### src/rtl/pipe_delay.sv
// pipe_delay: DEPTH-stage valid-tracked delay line with flush and occupancy count; define PIPE_DELAY_GATE_DATA_EN to load data only on valid beats and zero q while invalid
module pipe_delay #(
    parameter int WIDTH = 8,
    parameter int DEPTH = 4,
    localparam int OCC_W = $clog2(DEPTH + 1)
) (
    input  logic             clk,
    input  logic             rst_n,
    input  logic             en,
    input  logic             flush,
    input  logic             in_valid,
    input  logic [WIDTH-1:0] d,
    output logic [WIDTH-1:0] q,
    output logic             q_valid,
    output logic [OCC_W-1:0] occupancy
);

    logic [WIDTH-1:0] data_q [DEPTH];
    logic [WIDTH-1:0] data_d [DEPTH];
    logic [DEPTH-1:0] valid_q, valid_d;
    logic [OCC_W-1:0] occ_q, occ_d;

    // next state: flush clears valids and count but keeps data; en shifts every stage by one
    always_comb begin
        data_d  = data_q;
        valid_d = valid_q;
        occ_d   = occ_q;
        if (flush) begin
            valid_d = '0;
            occ_d   = '0;
        end else if (en) begin
            valid_d[0] = in_valid;
            for (int i = 1; i < DEPTH; i++) valid_d[i] = valid_q[i-1];
`ifdef PIPE_DELAY_GATE_DATA_EN
            if (in_valid) data_d[0] = d;
            for (int i = 1; i < DEPTH; i++) if (valid_q[i-1]) data_d[i] = data_q[i-1];
`else
            data_d[0] = d;
            for (int i = 1; i < DEPTH; i++) data_d[i] = data_q[i-1];
`endif
            occ_d = occ_q + OCC_W'(in_valid) - OCC_W'(valid_q[DEPTH-1]);
        end
    end

    // state registers with synchronous active-low reset
    always_ff @(posedge clk) begin
        if (!rst_n) begin
            for (int i = 0; i < DEPTH; i++) data_q[i] <= '0;
            valid_q <= '0;
            occ_q   <= '0;
        end else begin
            data_q  <= data_d;
            valid_q <= valid_d;
            occ_q   <= occ_d;
        end
    end

    assign q_valid   = valid_q[DEPTH-1];
    assign occupancy = occ_q;
`ifdef PIPE_DELAY_GATE_DATA_EN
    assign q = valid_q[DEPTH-1] ? data_q[DEPTH-1] : '0;
`else
    assign q = data_q[DEPTH-1];
`endif

endmodule

### config.mk
export PLATFORM = sky130hd
export DESIGN_NAME = pipe_delay
export DESIGN_NICKNAME = d
export VERILOG_FILES = /design/src/rtl/pipe_delay.sv
export SDC_FILE = /design/constraint.sdc
export NUM_CORES = 1
export LEC_CHECK = 0
export ABC_CLOCK_PERIOD_IN_PS = 1700
export CAP_MARGIN = 20
export CORE_UTILIZATION = 47
export DETAILED_ROUTE_END_ITERATION = 7
export PLACE_DENSITY = 0.74
export SLEW_MARGIN = 5
export SYNTH_ARGS = -nofsm -noshare
export SYNTH_HDL_FRONTEND = slang
export SYNTH_SLANG_ARGS = --single-unit
export TNS_END_PERCENT = 20
### constraint.sdc
create_clock -name clk -period 1.7 [get_ports clk]
set_input_delay 0.51 -clock clk [delete_from_list [all_inputs] [get_ports clk]]
set_output_delay 0.51 -clock clk [all_outputs]
set_load 0.1 [all_outputs]
==> impl_metrics.ini <==
[synthesis]
synth_area_leaders = dfxtp_1, nand2_1, a21boi_1, buf_4, mux2i_1
yosysWarnings = 0
syn_area_sq_mm = 0.001613
ys_ff_latch = 39
syn_area_per_cell_sq_um = 8.910
synth_top_cell_by_area = dfxtp_1
synth_cells = 181
synth-seq-area-share = 0.4841
synth_top_area_frac = 0.4841
synth.distinct_cells = 20
synthesis.nets = 197

[sta]
finalSetupTns_ns = -0.0009648
period_needed_ns = 1.701
fin_skew_ns = 0.01004
tightest_slew_ns = 0.3180
rsz0062_at_grt = yes
max_clock_freq_mhz = 587.9
final_hold_viol_count = 0
fin_worst_hold_slack_ns = 0.4535
period_share = 1.001
maxSlewViolCount = 0
setup_viol = 1
slew_headroom = 0.7879
timing.final.ws_setup_ns = -0.0009648

[power_and_ir_drop]
cellPowerDensity_mw_per_mm2 = 744.4
peakVddDrop_uv = 486.6
power.total_w = 0.001516
p_leak_nw = 0.7398

[floorplanning]
start_util = 0.5115
dieArea_sq_mm = 0.003670
row_count = 20
die_w_um = 60.58
ios = 25
coreArea_sq_mm = 0.003153
die_h_um = 60.58

[routing]
drc_errors = 0
ant_nets = 0
num_vias = 1157
first_iter_violations = 30
wl_per_cell_um = 10.79
drt-pass1-iter-count = 4
vias_per_cell = 4.761
wl_um = 2623

[setup_path]
reg2regPathDepth = 9
critPathMaxFanout = 2
critical_path.startpoint = occupancy[0]
required_ns = 1.94
path_class = reg -> reg
cp.arrival_ns = 1.94
rr_startpoint = occupancy[0]
end_kind = flop
start_kind = flop

[clock_tree]
cts.path.max_buffers = 2
cts_root_buf = clkbuf_4
cts_tree = yes
numClockSinks = 39
clk_latency_ns = 0.34
cts_buffers = 5
htree_levels = 2
clkSlewWorstSetupHoldPaths_ns = 0.11
cts_setup_buffers = 0
ctsHoldBuffers = 0

[cells_and_area]
antenna_cells = 0
syn_to_final_growth_pct = 26.30
nets = 215
stdcell_area_sq_mm = 0.002037
drive_gt1_frac = 0.1859

[global_routing]
grt_pass1_vias = 1154
grt_max_degree = 33
grt_pass1_wl_um = 4754
grt-ovfl-total = 0
grt_antenna_before_repair = 0
grt_util_all_layers = 0.1793

[hold_path]
worst_hold_path_type = reg -> reg
hp-start = data_q[13]
min_path_cells = 2

[outcome]
failed_checks = negative setup slack
status = complete, but fails checks

[flow_run]
maxCapViolations = 0

[place]
gp_congestion = 0.7638
hpwlAfterDp_um = 1867
place_area_sq_mm = 0.001988
numPortBuffers = 24
power by group:
part | internal (W) | switching, W
clock network | 0.000156 | 0.000266
registers | 0.000927 | 0.0000104
logic | 0.0000764 | 0.0000810
sequential cells by signal, indices dropped and copies added, names as in the netlist:
name,count
valid_q,4
q,8
data_q,24
occupancy,3
cell usage after synthesis:
library cell and number:
a211oi_1 1, a211oi_2 1, a21boi_0 2, a21boi_1 30
a31o_1 1, buf_2 1, buf_4 12, buf_6 4
clkbuf_1 3, dfxtp_1 39, fa_1 1, ha_1 2
inv_1 4, mux2i_1 5, nand2_1 64, nand2b_1 1
nand2b_4 1, nor2_1 7, nor2b_1 1, xor2_1 1
cells in the final DEF (no fill, tap or decap), types with 2 or more instances in the layout:
cell,Yosys,routed
mux2i_1,5,5
buf_4,12,6
buf_12,0,13
dfxtp_4,0,2
nor2_1,7,7
clkdlybuf4s50_1,0,11
clkbuf_1,3,2
a21boi_0,2,2
dfxtp_1,39,36
nand2_1,64,64
clkbuf_4,0,5
ha_4,0,2
inv_4,0,2
a21boi_1,30,30
area by class of cell:
| class | instances | area, sq um |
|---|---|---|
| timing repair buffer | 31 | 424.2 |
| multi-input combinational | 118 | 703.2 |
| tap | 44 | 55.05 |
| fill | 289 | 1116 |
| clock buffer | 7 | 45.04 |
| inverter | 4 | 20.02 |
| sequential | 39 | 789.5 |
timing repair:
item,in CTS,in global routing
pin swaps,1,0
endpoints found under the hold margin,0,0
gates cloned,0,0
gates resized for setup,1,2
setup endpoints to repair,1,2
worst max-delay path: stages, from the launching register on:
cell	delay, ns
dfxtp_4	0.37
inv_4	0.03
ha_4	0.21
inv_4	0.06
ha_4	0.12
inv_2	0.03
fa_2	0.34
xor2_2	0.17
a211oi_2	0.09
a31o_1	0.18
kinds of logic after synthesis:
| kind of cell | synth area share |
|---|---|
| buffers and inverters | 0.1032 |
| muxes | 0.03103 |
| AOI/OAI and AO/OA | 0.1668 |
| DFF | 0.4841 |
| xor gates and xnor gates | 0.005432 |
| adders and majority gates | 0.02793 |
| and+or+nand+nor | 0.1815 |
per-stage QoR:
stage	cells	setup WS, ns	util
2_1_floorplan	181	-0.1938	-
3_3_place_gp	236	-0.3799	0.6306
3_5_place_dp	236	-0.4268	0.6306
4_1_cts	243	0.0004421	0.6444
5_1_grt	243	-0.05808	0.6460
6_report	243	-0.0009648	0.6460
path summary, 6_finish.rpt:
path              slack [ns]      endpoint
setup reg to reg      -0.001  occupancy[2]
hold reg to reg         0.45          q[5]
hold / removal          0.45          q[5]
setup / recovery      -0.001  occupancy[2]
metal layers:
layer	track usage	vias up	wire length, um
met1	0.1992	517	1098
met5	0	-	0
met4	0.1104	0	50
met2	0.3030	31	1332
li1	-	603	-
met3	0.05117	6	141
Note: power is estimated with default switching activity, not from simulation.
